--- src/rtl/dist_uart_reporter.sv ---
// Sends each distance sample as three ASCII digits plus CR/LF over an 8N1 UART line.
// Latency: first start bit <= 18 clocks after acceptance; each frame is 10*DIV clocks.
// Backpressure: none; strobes while busy land in a one-deep newest-wins pending slot.
module dist_uart_reporter #(
    parameter int CLK_HZ = 100_000_000,
    parameter int BAUD   = 9600
) (
    input  logic       clk,
    input  logic       rst,
    input  logic [8:0] dist_cm,
    input  logic       dist_valid,
    output logic       tx,
    output logic       tx_busy
);
    localparam int DIV = CLK_HZ / BAUD;
    localparam int CW  = (DIV > 2) ? $clog2(DIV) : 1;
    localparam logic [CW-1:0] LAST_CNT = CW'(DIV - 1);
    localparam logic [CW-1:0] STOP_CNT = CW'(DIV - 2);

    typedef enum logic [1:0] {IDLE, CONV, SEND, NEXT} state_t;
    typedef enum logic [1:0] {C_LOAD, C_HUND, C_TENS} phase_t;

    state_t        state;
    phase_t        phase;
    logic [8:0]    lat;
    logic [8:0]    rem;
    logic [2:0]    hund;
    logic [3:0]    tens;
    logic [3:0]    ones;
    logic [8:0]    pend_val;
    logic          pend_flag;
    logic [2:0]    char_idx;
    logic [3:0]    bit_idx;
    logic [CW-1:0] baud_cnt;
    logic [7:0]    shreg;

    function automatic logic [7:0] report_char(input logic [2:0] idx, input logic [2:0] h,
                                               input logic [3:0] t, input logic [3:0] o);
        case (idx)
            3'd0:    return {5'b00110, h};
            3'd1:    return {4'h3, t};
            3'd2:    return {4'h3, o};
            3'd3:    return 8'h0D;
            default: return 8'h0A;
        endcase
    endfunction

    always_ff @(posedge clk or posedge rst) begin
        if (rst) begin
            state     <= IDLE;
            phase     <= C_LOAD;
            lat       <= '0;
            rem       <= '0;
            hund      <= '0;
            tens      <= '0;
            ones      <= '0;
            pend_val  <= '0;
            pend_flag <= 1'b0;
            char_idx  <= '0;
            bit_idx   <= '0;
            baud_cnt  <= '0;
            shreg     <= '0;
            tx        <= 1'b1;
            tx_busy   <= 1'b0;
        end else begin
            // Any strobe outside IDLE parks in the pending slot; report-start branches below clear it.
            if (dist_valid && state != IDLE) begin
                pend_val  <= dist_cm;
                pend_flag <= 1'b1;
            end

            case (state)
                IDLE: begin
                    if (dist_valid || pend_flag) begin
                        lat       <= dist_valid ? dist_cm : pend_val;
                        pend_flag <= 1'b0;
                        phase     <= C_LOAD;
                        tx_busy   <= 1'b1;
                        state     <= CONV;
                    end
                end

                CONV: begin
                    case (phase)
                        C_LOAD: begin
                            rem   <= lat;
                            hund  <= '0;
                            tens  <= '0;
                            phase <= C_HUND;
                        end
                        C_HUND: begin
                            if (rem >= 9'd100) begin
                                rem  <= rem - 9'd100;
                                hund <= hund + 3'd1;
                            end else begin
                                phase <= C_TENS;
                            end
                        end
                        C_TENS: begin
                            if (rem >= 9'd10) begin
                                rem  <= rem - 9'd10;
                                tens <= tens + 4'd1;
                            end else begin
                                ones     <= rem[3:0];
                                char_idx <= '0;
                                shreg    <= report_char(3'd0, hund, tens, rem[3:0]);
                                tx       <= 1'b0;
                                baud_cnt <= '0;
                                bit_idx  <= '0;
                                state    <= SEND;
                            end
                        end
                        default: phase <= C_LOAD;
                    endcase
                end

                SEND: begin
                    if (bit_idx == 4'd9) begin
                        // NEXT owns the final stop-bit clock so the following start bit is back-to-back.
                        if (baud_cnt == STOP_CNT)
                            state <= NEXT;
                        baud_cnt <= baud_cnt + 1'b1;
                    end else if (baud_cnt == LAST_CNT) begin
                        baud_cnt <= '0;
                        bit_idx  <= bit_idx + 4'd1;
                        if (bit_idx == 4'd8) begin
                            tx <= 1'b1;
                        end else begin
                            tx    <= shreg[0];
                            shreg <= {1'b0, shreg[7:1]};
                        end
                    end else begin
                        baud_cnt <= baud_cnt + 1'b1;
                    end
                end

                NEXT: begin
                    baud_cnt <= '0;
                    bit_idx  <= '0;
                    if (char_idx != 3'd4) begin
                        char_idx <= char_idx + 3'd1;
                        shreg    <= report_char(char_idx + 3'd1, hund, tens, ones);
                        tx       <= 1'b0;
                        state    <= SEND;
                    end else if (dist_valid || pend_flag) begin
                        lat       <= dist_valid ? dist_cm : pend_val;
                        pend_flag <= 1'b0;
                        phase     <= C_LOAD;
                        state     <= CONV;
                    end else begin
                        tx_busy <= 1'b0;
                        state   <= IDLE;
                    end
                end

                default: state <= IDLE;
            endcase
        end
    end
endmodule

--- config.mk ---
export PLATFORM = sky130hd
export DESIGN_NAME = dist_uart_reporter
export DESIGN_NICKNAME = d
export VERILOG_FILES = /design/src/rtl/dist_uart_reporter.sv
export SDC_FILE = /design/constraint.sdc
export NUM_CORES = 1
export LEC_CHECK = 0
export ABC_AREA = 1
export BUFFER_PORTS_ARGS = -buffer_cell sky130_fd_sc_hd__buf_2
export CORE_ASPECT_RATIO = 0.8
export CORE_MARGIN = 3
export CORE_UTILIZATION = 45
export CTS_BUF_LIST = sky130_fd_sc_hd__clkbuf_4 sky130_fd_sc_hd__clkbuf_8
export DETAILED_ROUTE_END_ITERATION = 7
export PLACE_DENSITY = 0.7
export SLEW_MARGIN = 10
export SYNTH_ARGS = -nofsm -noshare
export SYNTH_HDL_FRONTEND = slang
export SYNTH_SLANG_ARGS = --single-unit
--- constraint.sdc ---
create_clock -name clk -period 6.7 [get_ports clk]
set_clock_uncertainty 0.15 [all_clocks]
set_input_delay 2.01 -clock clk [delete_from_list [all_inputs] [get_ports clk]]
set_output_delay 2.01 -clock clk [all_outputs]
set_load 0.1 [all_outputs]
### Word-level counts from Yosys, hierarchy flattened

Cells that the tools add are included.

| operators by class | value |
|---|---|
| magnitude comparators | 2 |
| bitwise operators | 1 |
| reduce and logical (&&, ||, !) cells | 26 |
| $add $sub $neg | 7 |
| equal/unequal tests | 28 |
| multiplexer cells | 61 |

Operators with widths:

| cell | number |
|---|---|
| 14-bit two-way mux | 4 |
| 8-bit two-way mux | 6 |
| 9-bit two-way mux | 5 |
| 14-bit one-hot mux with 3 select lines | 1 |
| 14-bit == test (second input constant) | 2 |
| 2-bit inequality test (second input constant) | 14 |
| 9-bit one-hot mux with 3 select lines | 1 |
| 6-bit one-hot mux with 4 select lines | 1 |
| 8-bit one-hot mux with 3 select lines | 1 |
| 4-bit two-way mux | 5 |
| 2-bit two-way mux | 9 |
| 9-bit one-hot mux with 2 select lines | 1 |
| 4-bit AND reduction | 4 |
| 14-bit by 1-bit adder with 14-bit output (second input constant) | 1 |
| 1-bit two-way mux | 13 |
| 3-bit two-way mux | 4 |
| 2-bit one-hot mux with 3 select lines | 2 |
| 3-bit one-hot mux with 2 select lines | 2 |
| 4-bit one-hot mux with 3 select lines | 1 |
| 3-bit AND reduction | 4 |
| 5-bit AND reduction | 2 |
| 2-bit nonzero test | 5 |
| 9-bit by 4-bit >= comparator with 1-bit output (second input constant) | 1 |
| 9-bit by 7-bit >= comparator with 1-bit output (second input constant) | 1 |
| other kinds (23) | 35 |

| storage, ports and cells | value |
|---|---|
| register bits after elaboration | 74 |
| bits of input ports | 12 |
| word-level logic and storage cells | 140 |
| output and inout port bits | 2 |

### Logic depth before layout (Yosys ltp)

| depth | value |
|---|---|
| depth after elaboration | 6 |
| gate-level depth with buffers | 14 |
| gate-level depth less buffers | 13 |

### Worst setup path after synthesis

No wires, ideal clock.

| timing path | value |
|---|---|
| kind | register to output |
| start | register tx_busy |
| end | output port tx_busy |
| cell stages (with the launch flop) | 1 |
| data arrival time | 0.908 ns |
| data required time | 4.540 ns |
| setup slack | 3.632 ns |
| buffers on the path | 0 |
| cells stage by stage | dfrtp_1 |

RTL lines:

| item | line | source |
|---|---|---|
| start: declaration | 13 | `output logic tx_busy` |
| start signal: assignment | 64 | `tx_busy <= 1'b0;` |
| start signal: assignment | 78 | `tx_busy <= 1'b1;` |
| start signal: assignment | 151 | `tx_busy <= 1'b0;` |

No word-level cell between the ends.

### Worst setup path in the final report

| timing path | value |
|---|---|
| start | register tx |
| end | output port tx |

RTL lines:

| item | line | source |
|---|---|---|
| start: declaration | 12 | `output logic tx,` |
| start signal: assignment | 129 | `tx <= shreg[0];` |

No word-level cell between the ends.

==> impl_metrics.json <==
{
  "cts-resized-gates": 0,
  "cts_setup_buffers": 0,
  "max_slew_margin_pct": 39.3,
  "cts_inserted_buffers": 9,
  "dr_total_vias": 4143,
  "clock_pin_slew_reported_for_the_worst_setup_and_hold_paths_after_clock_tree_synthesis_ns": 0.08,
  "num-fill-cells": 948,
  "route.antenna.remaining_nets": 0,
  "placedInstanceArea_um2": 4820,
  "crit_path_max_fanout": 2,
  "detailedRoute.firstIterationViolations": 379,
  "synthDistinctLibCells": 34,
  "hold_crit_class": "register to register",
  "grt_max_degree": 73,
  "endpoint_kind_of_the_worst_setup_timing_path": "output pin",
  "finalCriticalPeriod_ns": 3.47,
  "synth_most_common_cell": "nand2_1",
  "clk_latency_ns": 0.36,
  "seq_area_frac_synth_pct": 38.6,
  "gr-usage-all-layers_pct": 18.7,
  "yosys_register_bits": 72,
  "setup-tns-final_ns": 0,
  "grt_overflow": 0,
  "nNetsFinal": 700,
  "hold_viol_final": 0,
  "worst-setup-path-type": "register to output pin",
  "dp.final_hpwl_um": 7580,
  "initial_core_util_pct": 47.2,
  "grt_pass1_wl_um": 17800,
  "grt_setup_unrepaired": "false",
  "die_width_um": 120,
  "fin_util_pct": 50.8,
  "die_h_um": 97.1,
  "number_of_inserted_diodes": 0,
  "power.density_nw_per_um2": 401,
  "ys_top_cells_by_area": "dfrtp_1 38%, nand2_1 16%, ha_1 7.5%",
  "timing_max_transition_violations_final": 0,
  "clock_tree.buffer_depth": 2,
  "highest_achievable_clock_rate_mhz": 288,
  "proportion_of_layout_cells_with_a_drive_suffix_above_1_pct": 8.57,
  "ctsRootBufferMaster": "clkbuf_8",
  "synth_fp_nets": 690,
  "synth_largest_area_cell": "dfrtp_1",
  "worst_path_max_delay_cell": "dfstp_2",
  "ctsHoldBuffers": 0,
  "worstMarginPinSlew_ns": 0.910,
  "netlist_area_um2": 4670,
  "synth_top_cell_area_share_pct": 38.1,
  "htree_levels": 3,
  "postSynthCellCount": 650,
  "route.final.wire_length_um": 10300,
  "cap_violations": 0,
  "synth_ff_type": "dfrtp_1",
  "power.ir.vdd_worst_mv": 0.198,
  "clock-sinks": 72,
  "drt_drc_violations_left": 0,
  "ys.warnings.count": 0,
  "fp_rows": 32,
  "status": "complete, no violations",
  "antenna_violations_before_repair": 0,
  "place.port_buffers": 13,
  "die-area_um2": 11600,
  "synth.cells.most_frequent": "202 x nand2_1, 84 x inv_1, 71 x dfrtp_1",
  "drt_first_pass_iters": 5,
  "synth-async-reset-ratio_pct": 100,
  "timing.critical_path.from_type": "register",
  "cts_tree": "built",
  "core_area_um2": 9890,
  "critPathArrivalTime_ns": 1.31,
  "number_of_global_route_vias_before_repair": 3784,
  "io_pins": 14,
  "area_growth_pct": 7.64,
  "worst_path_largest_cell_delay_ns": 0.54,
  "synth_enable_flop_cells": 0,
  "path_cells": "buf_2",
  "setup_viol": 0,
  "cp.required_ns": 4.54,
  "cp.buffers_inverters": 1,
  "hold_slack_ns": 0.322,
  "finalWeightedCongestion": 0.935,
  "worst_path_dominant_cell_family": "flip-flops",
  "final.period_utilization_pct": 51.8,
  "route.detailed.wl_per_inst_um": 12.9,
  "via_per_inst": 5.17,
  "final_cell_area_um2": 5020,
  "p_leak_uw": 0.00249,
  "mapped_avg_cell_area_um2": 7.18
}
[per-stage QoR]
stage | std cells | power, uW | worst slack (ns)
2_1_floorplan | 650 | 1450 | 2.72
3_3_place_gp | 785 | 1620 | 3.30
3_5_place_dp | 785 | 1660 | 3.19
4_1_cts | 801 | 2020 | 3.21
5_1_grt | 801 | 2210 | 3.20
6_report | 801 | 2010 | 3.23
[where the power goes]
group	switching, uW	internal [uW]	total, uW	leakage, uW
combinational	677	292	969	0.00145
clock	178	176	354	0.000104
sequential	116	575	691	0.000942
[placed cells by master (no fill, tap or decap)]
master | netlist | layout
nand2_1 | 202 | 202
inv_1 | 84 | 83
dfrtp_1 | 71 | 71
nand3_1 | 70 | 70
o21ai_0 | 55 | 55
nor2_1 | 40 | 40
ha_1 | 28 | 28
nand4_1 | 14 | 14
buf_2 | 5 | 13
a21oi_1 | 10 | 10
o211ai_1 | 9 | 9
clkbuf_8 | 0 | 9
nor3_1 | 8 | 8
xor2_1 | 6 | 6
nand2_2 | 5 | 5
inv_2 | 3 | 4
nor2_4 | 4 | 4
o21ai_2 | 4 | 4
nor2_2 | 3 | 3
a22oi_1 | 3 | 3
o21ai_1 | 3 | 3
clkinv_4 | 0 | 3
nand2_4 | 2 | 2
or2_2 | 2 | 2
nand3b_1 | 2 | 2
inv_6 | 0 | 2
inv_4 | 1 | 1
o22ai_1 | 1 | 1
a31oi_1 | 1 | 1
o31ai_1 | 1 | 1
xnor2_1 | 1 | 1
o31ai_2 | 1 | 1
bufinv_16 | 0 | 1
clkinv_2 | 0 | 1
buf_4 | 1 | 1
dfstp_2 | 1 | 1
[sequential cells by signal, summed over array words and instances, names as in the netlist, 3 cells and up]
register	flops
rem	9
tens	4
baud_cnt	14
bit_idx	4
lat	9
shreg	6
char_idx	3
ones	4
pend_val	9
hund	3
[kinds of logic (layout without fill, tap and decap cells)]
family	after synthesis	in the layout	share of synthesized area (%)
flip-flops	72	72	38.6
AND/OR/NAND/NOR	352	352	32.8
adder cells (fa/ha/maj)	28	28	7.51
AO/OA/AOI/OAI	88	88	10.7
XOR/XNOR	7	7	1.31
buffers and inverters	103	118	9.04
[worst paths after layout]
path | start | to | slack (ns) | cells after the start
worst min-delay path | tx | tx | 0.32 | 2
max in group asynchronous | rst | shreg[5] | 4.04 | 3
worst max-delay path | tx | tx | 3.23 | 1
min in group asynchronous | rst | pend_val[4] | 1.74 | 3
worst max register to register | state[0] | shreg[1] | 4.21 | 10
worst min register to register | tx | tx | 0.32 | 2
[worst reg2reg max path, stage by stage, from the launching register on]
cell     delay (ns)
dfrtp_1        0.46
inv_1          0.11
ha_1           0.69
inv_1          0.29
nor2_1         0.17
nor2_1         0.05
nand3_1        0.10
inv_1          0.05
nand3_1        0.20
nand2_1        0.08
nand2_1        0.08
[area by class of cell]
cell class | count | area, um^2 | area share [%]
Inverter | 88 | 333 | 6.63
Clock inverter | 7 | 78.8 | 1.57
Clock buffer | 9 | 124 | 2.47
Tap cell | 136 | 170 | 3.39
Multi-Input combinational cell | 475 | 2440 | 48.6
Timing Repair Buffer | 14 | 72.6 | 1.44
Sequential cell | 72 | 1800 | 35.9
[per-layer routing]
layer,track usage [%],vias to the layer above,wire length [um]
met3,3.84,12,590
met1,28.3,1909,5350
li1,-,2112,-
met4,5.81,0,121
met2,26.7,110,4250
met5,0,-,0
(Power assumes the default switching activity.)
